## config.mk

```make
export PLATFORM = sky130hd
export DESIGN_NAME = seq_run_ctrl
export DESIGN_NICKNAME = d
export VERILOG_FILES = /design/src/rtl/seq_run_ctrl_pkg.sv /design/src/rtl/seq_run_ctrl_step.sv /design/src/rtl/seq_run_ctrl.sv
export SDC_FILE = /design/constraint.sdc
export NUM_CORES = 1
export LEC_CHECK = 0
export ABC_AREA = 1
export CORE_ASPECT_RATIO = 1.2
export CORE_MARGIN = 4
export CORE_UTILIZATION = 30
export DETAILED_ROUTE_END_ITERATION = 8
export GPL_TIMING_DRIVEN = 0
export PLACE_DENSITY_LB_ADDON = 0.25
export REMOVE_ABC_BUFFERS = 1
export SLEW_MARGIN = 25
export SYNTH_ARGS = -nofsm -noshare
export SYNTH_HDL_FRONTEND = slang
export SYNTH_SLANG_ARGS = --single-unit
export TNS_END_PERCENT = 10
```

## constraint.sdc

```tcl
create_clock -name clk -period 2 [get_ports clk]
set_clock_uncertainty 0.05 [all_clocks]
set_input_delay 0.2 -clock clk [delete_from_list [all_inputs] [get_ports clk]]
set_output_delay 0.2 -clock clk [all_outputs]
set_load 0.03 [all_outputs]
```

## src/rtl/seq_run_ctrl_pkg.sv

```systemverilog
// Shared types and constants for the sequence run controller.
// Holds the FSM state encoding and the endpoints of the legal sequence.
package seq_run_ctrl_pkg;

  localparam int unsigned SEQ_W = 4;

  localparam logic [SEQ_W-1:0] SEQ_FIRST = 4'd0;
  localparam logic [SEQ_W-1:0] SEQ_LAST  = 4'd14;

  typedef enum logic [1:0] {
    IDLE  = 2'd0,
    RUN   = 2'd1,
    PAUSE = 2'd2,
    DONE  = 2'd3
  } run_state_e;

endpackage

```

## src/rtl/seq_run_ctrl_step.sv

```systemverilog
// Next-value logic for the 0,1,3,7,9,11,13,14 cyclic sequence.
// Values outside the legal set restart the sequence and raise illegal_c.
module seq_step
  import seq_run_ctrl_pkg::*;
(
  input  logic [SEQ_W-1:0] q,
  input  logic             en,
  output logic [SEQ_W-1:0] q_next_c,
  output logic             illegal_c
);

  always_comb begin
    q_next_c  = q;
    illegal_c = 1'b0;
    if (en) begin
      case (q)
        4'd0:    q_next_c = 4'd1;
        4'd1:    q_next_c = 4'd3;
        4'd3:    q_next_c = 4'd7;
        4'd7:    q_next_c = 4'd9;
        4'd9:    q_next_c = 4'd11;
        4'd11:   q_next_c = 4'd13;
        4'd13:   q_next_c = SEQ_LAST;
        4'd14:   q_next_c = SEQ_FIRST;
        default: begin
          q_next_c  = SEQ_FIRST;
          illegal_c = 1'b1;
        end
      endcase
    end
  end

endmodule

```

## src/rtl/seq_run_ctrl.sv

```systemverilog
// Run controller: steps a fixed sequence for a requested number of passes,
// with hold/pause, abort, pass counting and a sticky illegal-value flag.
module seq_run_ctrl
  import seq_run_ctrl_pkg::*;
#(
  parameter int unsigned PASS_W = 4
) (
  input  logic              clk,
  input  logic              rst_n,
  input  logic              start,
  input  logic              stop,
  input  logic              hold,
  input  logic [PASS_W-1:0] num_passes,
  output logic [SEQ_W-1:0]  q,
  output logic [PASS_W-1:0] pass_cnt,
  output logic              busy,
  output logic              wrap,
  output logic              done,
  output logic              err
);

  localparam logic [PASS_W-1:0] PASS_MAX = '1;

  run_state_e        state, state_d;
  logic [PASS_W-1:0] np_q, np_d;
  logic [SEQ_W-1:0]  q_d;
  logic [PASS_W-1:0] pass_cnt_d, pass_inc_c;
  logic              wrap_d, done_d, err_d;
  logic              step_en_c;
  logic [SEQ_W-1:0]  q_next_c;
  logic              illegal_c;

  // Only a live, un-held, un-aborted run advances the sequence.
  assign step_en_c  = (state == RUN) && !stop && !hold;
  assign pass_inc_c = (pass_cnt == PASS_MAX) ? pass_cnt : pass_cnt + PASS_W'(1);

  seq_step u_step (
    .q         (q),
    .en        (step_en_c),
    .q_next_c  (q_next_c),
    .illegal_c (illegal_c)
  );

  always_ff @(posedge clk or negedge rst_n) begin
    if (!rst_n) begin
      state    <= IDLE;
      np_q     <= '0;
      q        <= SEQ_FIRST;
      pass_cnt <= '0;
      busy     <= 1'b0;
      wrap     <= 1'b0;
      done     <= 1'b0;
      err      <= 1'b0;
    end else begin
      state    <= state_d;
      np_q     <= np_d;
      q        <= q_d;
      pass_cnt <= pass_cnt_d;
      busy     <= (state_d != IDLE);
      wrap     <= wrap_d;
      done     <= done_d;
      err      <= err_d;
    end
  end

  always_comb begin
    state_d    = state;
    np_d       = np_q;
    q_d        = q;
    pass_cnt_d = pass_cnt;
    wrap_d     = 1'b0;
    done_d     = 1'b0;
    err_d      = err;

    case (state)
      IDLE: begin
        if (start && !stop) begin
          state_d    = RUN;
          np_d       = num_passes;
          q_d        = SEQ_FIRST;
          pass_cnt_d = '0;
          err_d      = 1'b0;
        end
      end
      RUN: begin
        if (stop) begin
          state_d = IDLE;
          q_d     = SEQ_FIRST;
        end else if (hold) begin
          state_d = PAUSE;
        end else begin
          q_d   = q_next_c;
          err_d = err | illegal_c;
          if (q == SEQ_LAST) begin
            wrap_d     = 1'b1;
            pass_cnt_d = pass_inc_c;
            if ((np_q != '0) && (pass_inc_c == np_q)) begin
              state_d = DONE;
              done_d  = 1'b1;
            end
          end
        end
      end
      PAUSE: begin
        if (stop) begin
          state_d = IDLE;
          q_d     = SEQ_FIRST;
        end else if (!hold) begin
          state_d = RUN;
        end
      end
      DONE: begin
        state_d = IDLE;
      end
      default: begin
        state_d = IDLE;
        q_d     = SEQ_FIRST;
      end
    endcase
  end

endmodule
```

Word level (Yosys, flattened, before mapping)
Cells that the tools add are included.
{ "word_totals": {"register_bits": 18, "inputBits": 9, "output_inout_bits": 12, "wordCells": 81} }
{ "op_classes": {"n_addsub": 1, "eq_ne": 19, "mux": 35, "n_bitwise": 1, "n_reduce_logical": 17} }
{ "ops": {"columns": ["operator", "count"], "rows": [
  ["2-to-1 mux 4 bit", 9],
  ["case mux 4 bit (7 select lines)", 1],
  ["equality test 4 bit, second input constant", 5],
  ["2-to-1 mux 1 bit", 14],
  ["2-to-1 mux 2 bit", 7],
  ["case mux 4 bit (3 select lines)", 1],
  ["AND reduction 5 bit", 2],
  ["!= test 2 bit, second input constant", 4],
  ["case mux 2 bit (4 select lines)", 1],
  ["case mux 4 bit (2 select lines)", 1],
  ["OR reduction 8 bit", 1],
  ["!= test 3 bit, second input constant", 2],
  ["adder 4 x 1 -> 4 bit, second input constant", 1],
  ["equality test 2 bit, second input constant", 2],
  ["equality test 4 x 1 -> 1 bit, second input constant", 1],
  ["equality test 4 x 2 -> 1 bit, second input constant", 1],
  ["equality test 4 x 3 -> 1 bit, second input constant", 1],
  ["equality test 4 bit", 1],
  ["logical AND 1 bit", 4],
  ["logical NOT 4 bit", 1],
  ["AND reduction 4 bit", 1],
  ["nonzero test 2 bit", 2],
  ["nonzero test 4 bit", 1],
  ["nonzero test 3 bit", 1],
  ["7 further kinds", 8]
]} }

Logic depth before layout (Yosys ltp)
Gate-level depths: netlist (run 1).
{ "depth": {"ltp_word": 10, "ltp_mapped": 11, "mapped_depth_nobuf": 11} }

Cells and area by module
From an unflattened synthesis (run 1), not the netlist that was laid out.
{ "unflattened": {"hier_cells": 153, "hier_area_um2": 1096.1} }
{ "by_module_without_submodules": {"columns": ["module", "n_inst", "cells_per_inst", "area_each_um2", "seq_area_each_um2"], "rows": [
  ["seq_run_ctrl", 1, 121, 954.7, 450.4],
  ["seq_step", 1, 32, 141.4, 0.0]
]} }

Least setup slack after synthesis (run 1)
No wires, ideal clock.
{ "synth_timing": {"path_type": "reg2reg", "startpoint": "register pass_cnt[1]", "endpoint": "register busy", "setup_ns": 0.126, "t_arrival_ns": 1.564, "required_time_ns": 1.824, "setup_slack_ns": 0.260, "stages_incl_launch_ff": 11, "path_buffers": 0, "path_cell_list": "dfrtp_1 -> ha_1 -> nand3_2 -> xor2_1 -> inv_2 -> nand2_1 -> nand2_1 -> nand3_1 -> nand2_1 -> nand2_1 -> nand3_1"} }
{ "synth_via": {"elab_chain_cells": 10, "elab_cells_between_ends": 11} }
{ "synth_rtl": {"columns": ["element", "line_no", "text"], "rows": [
  ["start: declaration", "seq_run_ctrl.sv:15", "output logic [PASS_W-1:0] pass_cnt,"],
  ["start signal: assignment", "seq_run_ctrl.sv:58", "pass_cnt <= pass_cnt_d;"],
  ["adder 4 x 1 -> 4 bit or equality test 4 bit (tied branches)", "seq_run_ctrl.sv:35", "assign pass_inc_c = (pass_cnt == PASS_MAX) ? pass_cnt : pass_cnt + PASS_W'(1);"],
  ["2-to-1 mux 4 bit (*)", "seq_run_ctrl.sv:35", null],
  ["equality test 4 bit (*)", "seq_run_ctrl.sv:97", "if ((np_q != '0) && (pass_inc_c == np_q)) begin"],
  ["logical AND 1 bit (*)", "seq_run_ctrl.sv:97", null],
  ["2-to-1 mux 2 bit (*)", "seq_run_ctrl.sv:97", null],
  ["2-to-1 mux 2 bit (*)", "seq_run_ctrl.sv:94", "if (q == SEQ_LAST) begin"],
  ["2-to-1 mux 2 bit (*)", "seq_run_ctrl.sv:89", "end else if (hold) begin"],
  ["2-to-1 mux 2 bit (*)", "seq_run_ctrl.sv:86", "if (stop) begin"],
  ["case mux 2 bit (4 select lines) (*)", "seq_run_ctrl.sv:75", "case (state)"],
  ["nonzero test 2 bit (*)", "seq_run_ctrl.sv:59", "busy <= (state_d != IDLE);"],
  ["end signal: assignment", "seq_run_ctrl.sv:59", null],
  ["end: declaration", "seq_run_ctrl.sv:16", "output logic busy,"]
]} }
Mark *: on every way between the ends. The rest lies on a longest branch, timed or not.
A chain may end at the register's enable or synchronous reset.

Worst setup path in the final report (run 1)
{ "layout_timing": {"startpoint": "input port stop", "endpoint": "register pass_cnt[3]"} }
{ "layout_via": {"elab_chain_cells": 4, "elab_cells_between_ends": 5} }
{ "layout_rtl": {"columns": ["element", "line_no", "text"], "rows": [
  ["start: declaration", "seq_run_ctrl.sv:11", "input logic stop,"],
  ["logical NOT 1 bit", "seq_run_ctrl.sv:77", "if (start && !stop) begin"],
  ["logical AND 1 bit", "seq_run_ctrl.sv:77", null],
  ["!= test 2 bit (no line)", null, null],
  ["AND reduction 5 bit (no line) (*)", null, null]
]} }
Marked as above.

==> flow_summary.toml, run 1 <==
[setup_path]
critical_path.slowest_cell = "nor3_2"
required_ns = 2.15
cp_top_family = "simple AND/OR/NAND/NOR gates"
r2r_cells = 10
crit_path_end_kind = "register"
worstReg2RegEnd = "busy"
start_kind = "input port"
crit_arrival_ns = 1.88
crit_cells = 6
regToRegStartpoint = "pass_cnt[1]"
crit_path_max_fanout = 11
critPathBufInv = 2
rrSetupSlack_ns = 0.30
crit_chain = "clkdlybuf4s50_1 > inv_1 > nand2_1 > nor3_2 > o22ai_2 > o31ai_2"
worstSetupPathType = "in -> reg"
slowest_delay_ns = 0.51

[grt]
overflow = 0
grt_max_degree = 19
antenna_found_initial = 0
grt_pass1_vias = 873
grt_pass1_wl_mm = 3.677
grt_usage_pct = 11.00

[status]
outcome = "completed"

[synth]
yosysTopAreaCell = "dfrtp_1"
synth_cell_types = 27
synthAdderAreaFrac_pct = 1.242
ys_ff_latch = 18
synth_top_family_by_area = "simple AND/OR/NAND/NOR gates"
yosysSeqAreaShare_pct = 44.72
yosys.area.top_type_share_pct = 44.72
netlist_area_um2 = 1007
yosys-top-cells-area = "dfrtp_1 45%, nand2_1 10%, inv_1 7.8%"
syn_inst = 130
synth_compound_area_share_pct = 14.78
synth_warnings = 0
yosys.area_share.simple_pct = 28.20
synthMuxAreaShare_pct = 0
synth-xor-area-share_pct = 1.739
syn_avg_cell_area_um2 = 7.748

[finish]
nets = 164
layout_commonest_cell = "nand2_1"
multi_input_area_um2 = 467.9
seqCellArea_um2 = 450.4
area_growth_pct = 26.34
instances_no_fill = 188
num-fill-cells = 334
diodes = 0
final_cell_mix = "28 x nand2_1, 21 x inv_1, 20 x clkdlybuf4s50_1"
drive_gt1_share_pct = 9.868

[placed_design]
post-place-cells = 185
place_congestion = 0.8513
place_hpwl_mm = 1.687
portBuffers = 20

[power]
p_seq_share_pct = 48.8
p_per_area_nw_per_um2 = 706.4
comb_power_share_pct = 31.4
ir_worst_vdd_uv = 359.8
p_leak_nw = 0.5742
switching_share_pct = 35.01
power_switching_uw = 314.6
clkPwrFrac_pct = 19.9
power.total_uw = 898.8
p_int_uw = 584.2

[detailed_routing]
dr_total_vias = 930
initialDrtViolationCount = 27
routed_via_density = 4.947
routed_wl_mm = 2.207
ant_nets = 0
dr.pass1.iters = 4
drc = 0
wire_per_inst_um = 11.74

[die]
start_util_pct = 32.10
ioPinCount = 21
die_w_um = 60.90
core_um2 = 3138
die_y_um = 71.48
die_area_um2 = 4352
placementRows = 22

[clocking]
cts_setup_buffers = 0
cts.clk_slew.worst_paths_ns = 0.10
cts_buffers = 3
clock_tree.root_cell = "clkbuf_4"
clkLatencyLatePin_ns = 0.29
post_cts_resize_count = 0
cts_sinks = 18
clock_path_buffers = 2
cts_tree = "done"
cts_hold_buf = 0
htreeDepth = 1

[hold_path]
min_path_type = "in -> async"

[timing]
worst_slew_pin_slew_ns = 0.8411
relSlewSlack_pct = 43.75
hold_viol_final = 0
setup_viol = 0
fin_crit_ns = 1.730
slew_violations = 0
setup_tns_ns = 0
max_freq_mhz = 578.1
period_share_pct = 86.49
rsz0062_at_grt = "false"

[flow_run]
maxCapViolations = 0
## worst max path at each step
stage | from | to | slack (ns)
finish | stop | pass_cnt[3] | 0.27
global route | stop | pass_cnt[2] | 0.12
CTS | pass_cnt[2] | pass_cnt[2] | 0.26
detailed placement | stop | pass_cnt[3] | -0.04
global placement | stop | pass_cnt[3] | -0.44
floorplan | pass_cnt[1] | busy | 0.26
## through the flow
stage | hold WS [ns] | setup slack, ns | instance area (um^2) | util [%]
finish | 0.3344 | 0.2702 | 1272 | 40.55
global route | 0.4075 | 0.1217 | 1272 | 40.55
CTS | 0.3569 | 0.2550 | 1272 | 40.55
detailed placement | 0.4488 | -0.04474 | 1250 | 39.83
global placement | 0.4648 | -0.4387 | 1245 | 39.67
floorplan | -0.1456 | 0.2602 | 999.7 | -
## logic make-up after synthesis
kind of cell	Yosys count
simple gates	61
compound gates	24
xor+xnor	2
flops	18
fa+ha+maj	1
buf+inv	24
## cells in the mapped netlist
| library cell | n |
|---|---|
| dfrtp_1 | 18 |
| a21oi_1 | 4 |
| buf_4 | 1 |
| o31ai_2 | 1 |
| o22ai_1 | 2 |
| nor3_2 | 1 |
| inv_1 | 21 |
| ha_1 | 1 |
| o31ai_1 | 1 |
| a41oi_1 | 1 |
| o21ai_0 | 11 |
| nand2_2 | 2 |
| nand3_1 | 11 |
| nor3_1 | 3 |
| nor2_4 | 1 |
| nor2_2 | 2 |
| nand4_1 | 3 |
| o21ai_1 | 1 |
| xnor2_1 | 1 |
| nor2_1 | 9 |
| a31oi_1 | 1 |
| nand3_2 | 1 |
| o22a_1 | 1 |
| inv_2 | 2 |
| nand2_1 | 28 |
| o22ai_2 | 1 |
| xor2_1 | 1 |
## registers in the layout (all words and copies together) (netlist names)
register	flops
busy	1
np_q	4
pass_cnt	4
wrap	1
done	1
state	2
q	4
err	1
## area by class of cell
| cell class | count | area share, % |
|---|---|---|
| flip-flops and latches | 18 | 35.40 |
| clock buffers | 3 | 1.770 |
| well taps | 36 | 3.540 |
| multi-input cells | 88 | 36.77 |
| repair buffers | 20 | 15.73 |
| inverters | 23 | 6.785 |
## power by group through the flow
| stage | clock network (mW) | registers, mW | logic [mW] |
|---|---|---|---|
| finish | 0.179 | 0.438 | 0.282 |
| global route | 0.200 | 0.447 | 0.319 |
| CTS | 0.185 | 0.438 | 0.286 |
| detailed placement | 0 | 0.446 | 0.284 |
| global placement | 0 | 0.444 | 0.281 |
| floorplan | 0 | 0.475 | 0.156 |
## metal layers
metal | up-vias | share of wire (%) | GRT usage, %
li1 | 471 | - | -
met1 | 426 | 46 | 14.75
met2 | 31 | 48 | 17.48
met3 | 2 | 4.6 | 1.622
met4 | 0 | 0.82 | 4.337
met5 | - | 0 | 0
(Power assumes the default switching activity.)
==> run 2, diff against run 1 <==
--- a/config.mk
+++ b/config.mk
@@ -6,6 +6,8 @@
 export NUM_CORES = 1
 export LEC_CHECK = 0
 export ABC_AREA = 1
+export CELL_PAD_IN_SITES_DETAIL_PLACEMENT = 1
+export CELL_PAD_IN_SITES_GLOBAL_PLACEMENT = 1
 export CORE_ASPECT_RATIO = 1.2
 export CORE_MARGIN = 4
 export CORE_UTILIZATION = 30
==> run 2 against run 1 <==
Net effect: count of clock-buffer cells in the layout up 1; flip-flop and latch count unchanged; first-iteration DRC count fell by 19%; cell count rose by 0.53%; cell area up 1.1%; highest routed layer unchanged; fmax shrank 2.0%; largest power group unchanged; sequential power grew 0.9%.
==> flow_summary.toml, run 2 (synthesized netlist as in run 1, its figures left out) <==
[clocking]
cts_sinks = 18
post_cts_resize_count = 0
htreeDepth = 1
cts_hold_buf = 0
clkLatencyLatePin_ns = 0.30
cts_setup_buffers = 0
clock_tree.root_cell = "clkbuf_4"
clock_path_buffers = 2
cts_tree = "done"
cts_buffers = 3
cts.clk_slew.worst_paths_ns = 0.11

[setup_path]
critPathBufInv = 1
regToRegStartpoint = "pass_cnt[1]"
worstReg2RegEnd = "busy"
critical_path.slowest_cell = "clkdlybuf4s50_1"
required_ns = 1.75
r2r_cells = 10
rrSetupSlack_ns = 0.25
start_kind = "register"
crit_path_end_kind = "primary output"
worstSetupPathType = "reg -> out"
crit_chain = "clkdlybuf4s50_1"
cp_top_family = "buffers and inverters"
slowest_delay_ns = 0.72
crit_arrival_ns = 1.52
crit_path_max_fanout = 7

[die]
start_util_pct = 32.10
placementRows = 22
core_um2 = 3138
ioPinCount = 21
die_w_um = 60.90
die_area_um2 = 4352
die_y_um = 71.48

[finish]
final_cell_mix = "28 x nand2_1, 21 x inv_1, 20 x clkdlybuf4s50_1"
layout_commonest_cell = "nand2_1"
drive_gt1_share_pct = 10.46
area_growth_pct = 27.70
fin_area_um2 = 1286
diodes = 0
reg_top3 = "np_q x4, pass_cnt x4, q x4"
instances_no_fill = 189
num-fill-cells = 406
nets = 164

[grt]
grt_pass1_vias = 1007
antenna_found_initial = 0
grt_max_degree = 19
grt_pass1_wl_mm = 4.443
overflow = 0
grt_usage_pct = 13.10

[placed_design]
post-place-cells = 185
pre_cts_ws_ns = -0.1057
portBuffers = 20
place_congestion = 0.7599
place_hpwl_mm = 2.036
place_area_um2 = 1250

[detailed_routing]
dr_total_vias = 952
routed_via_density = 5.037
initialDrtViolationCount = 22
wire_per_inst_um = 13.52
wl_met2_mm = 1.333
met1_length_mm = 1.114
ant_nets = 0
dr.pass1.iters = 4
routed_wl_mm = 2.555
met3_length_um = 74
top_layer = "met4"
drc = 0

[power]
p_int_uw = 625.9
power_switching_uw = 335.5
ir_worst_vdd_uv = 353.2
p_per_area_nw_per_um2 = 747.5
switching_share_pct = 34.89
p_seq_share_pct = 45.9
comb_power_share_pct = 30.2
p_leak_nw = 0.5814
clkPwrFrac_pct = 23.8

[timing]
finalWorstSetupSlack_ns = 0.2346
max_freq_mhz = 566.4
setup_tns_ns = 0
hold_viol_final = 0
period_share_pct = 88.27
hold_slack_ns = 0.3139
relSlewSlack_pct = 44.42
rsz0062_at_grt = "false"
setup_viol = 0
fin_crit_ns = 1.765
worst_slew_pin_slew_ns = 0.8311
slew_violations = 0

[status]
outcome = "completed"

[flow_run]
maxCapViolations = 0

[hold_path]
min_path_type = "in -> async"
-- run 2: how the worst max path moves through the flow --
stage / startpoint / slack, ns / end / depth (start not counted)
3_3_place_gp: stop / -0.45 / pass_cnt[3] / 7
5_1_grt: pass_cnt[1] / 0.02 / busy / 10
4_1_cts: stop / 0.21 / pass_cnt[2] / 7
6_report: pass_cnt[2] / 0.23 / pass_cnt[2] / 1
2_1_floorplan: pass_cnt[1] / 0.26 / busy / 10
3_5_place_dp: stop / -0.11 / pass_cnt[2] / 7
-- run 2: final cells by class --
type / count / area (um^2) / share of cell area, %
clock buffer: 4 / 36.28 / 2.821
inverter: 23 / 86.33 / 6.712
multi-input combinational: 88 / 467.9 / 36.38
sequential: 18 / 450.4 / 35.02
tap: 36 / 45.04 / 3.502
timing repair buffer: 20 / 200.2 / 15.56
-- run 2: power by group through the flow --
stage | Clock, mW | Combinational [mW] | Sequential, mW
finish | 0.229 | 0.291 | 0.442
detailed placement | 0 | 0.295 | 0.450
global placement | 0 | 0.287 | 0.446
global route | 0.249 | 0.330 | 0.449
CTS | 0.234 | 0.298 | 0.442
floorplan | 0 | 0.156 | 0.475
-- run 2: per-stage QoR --
| step | power (mW) | util [%] |
|---|---|---|
| finish | 0.9614 | 40.99 |
| global route | 1.027 | 40.99 |
| CTS | 0.9739 | 40.99 |
| detailed placement | 0.7450 | 39.83 |
| global placement | 0.7331 | 39.67 |
| floorplan | 0.6308 | - |
-- run 2: routing by layer --
metal | vias up | track usage (%)
li1 | 469 | -
met1 | 466 | 15.35
met2 | 13 | 23.07
met3 | 4 | 2.703
met4 | 0 | 4.337
met5 | - | 0
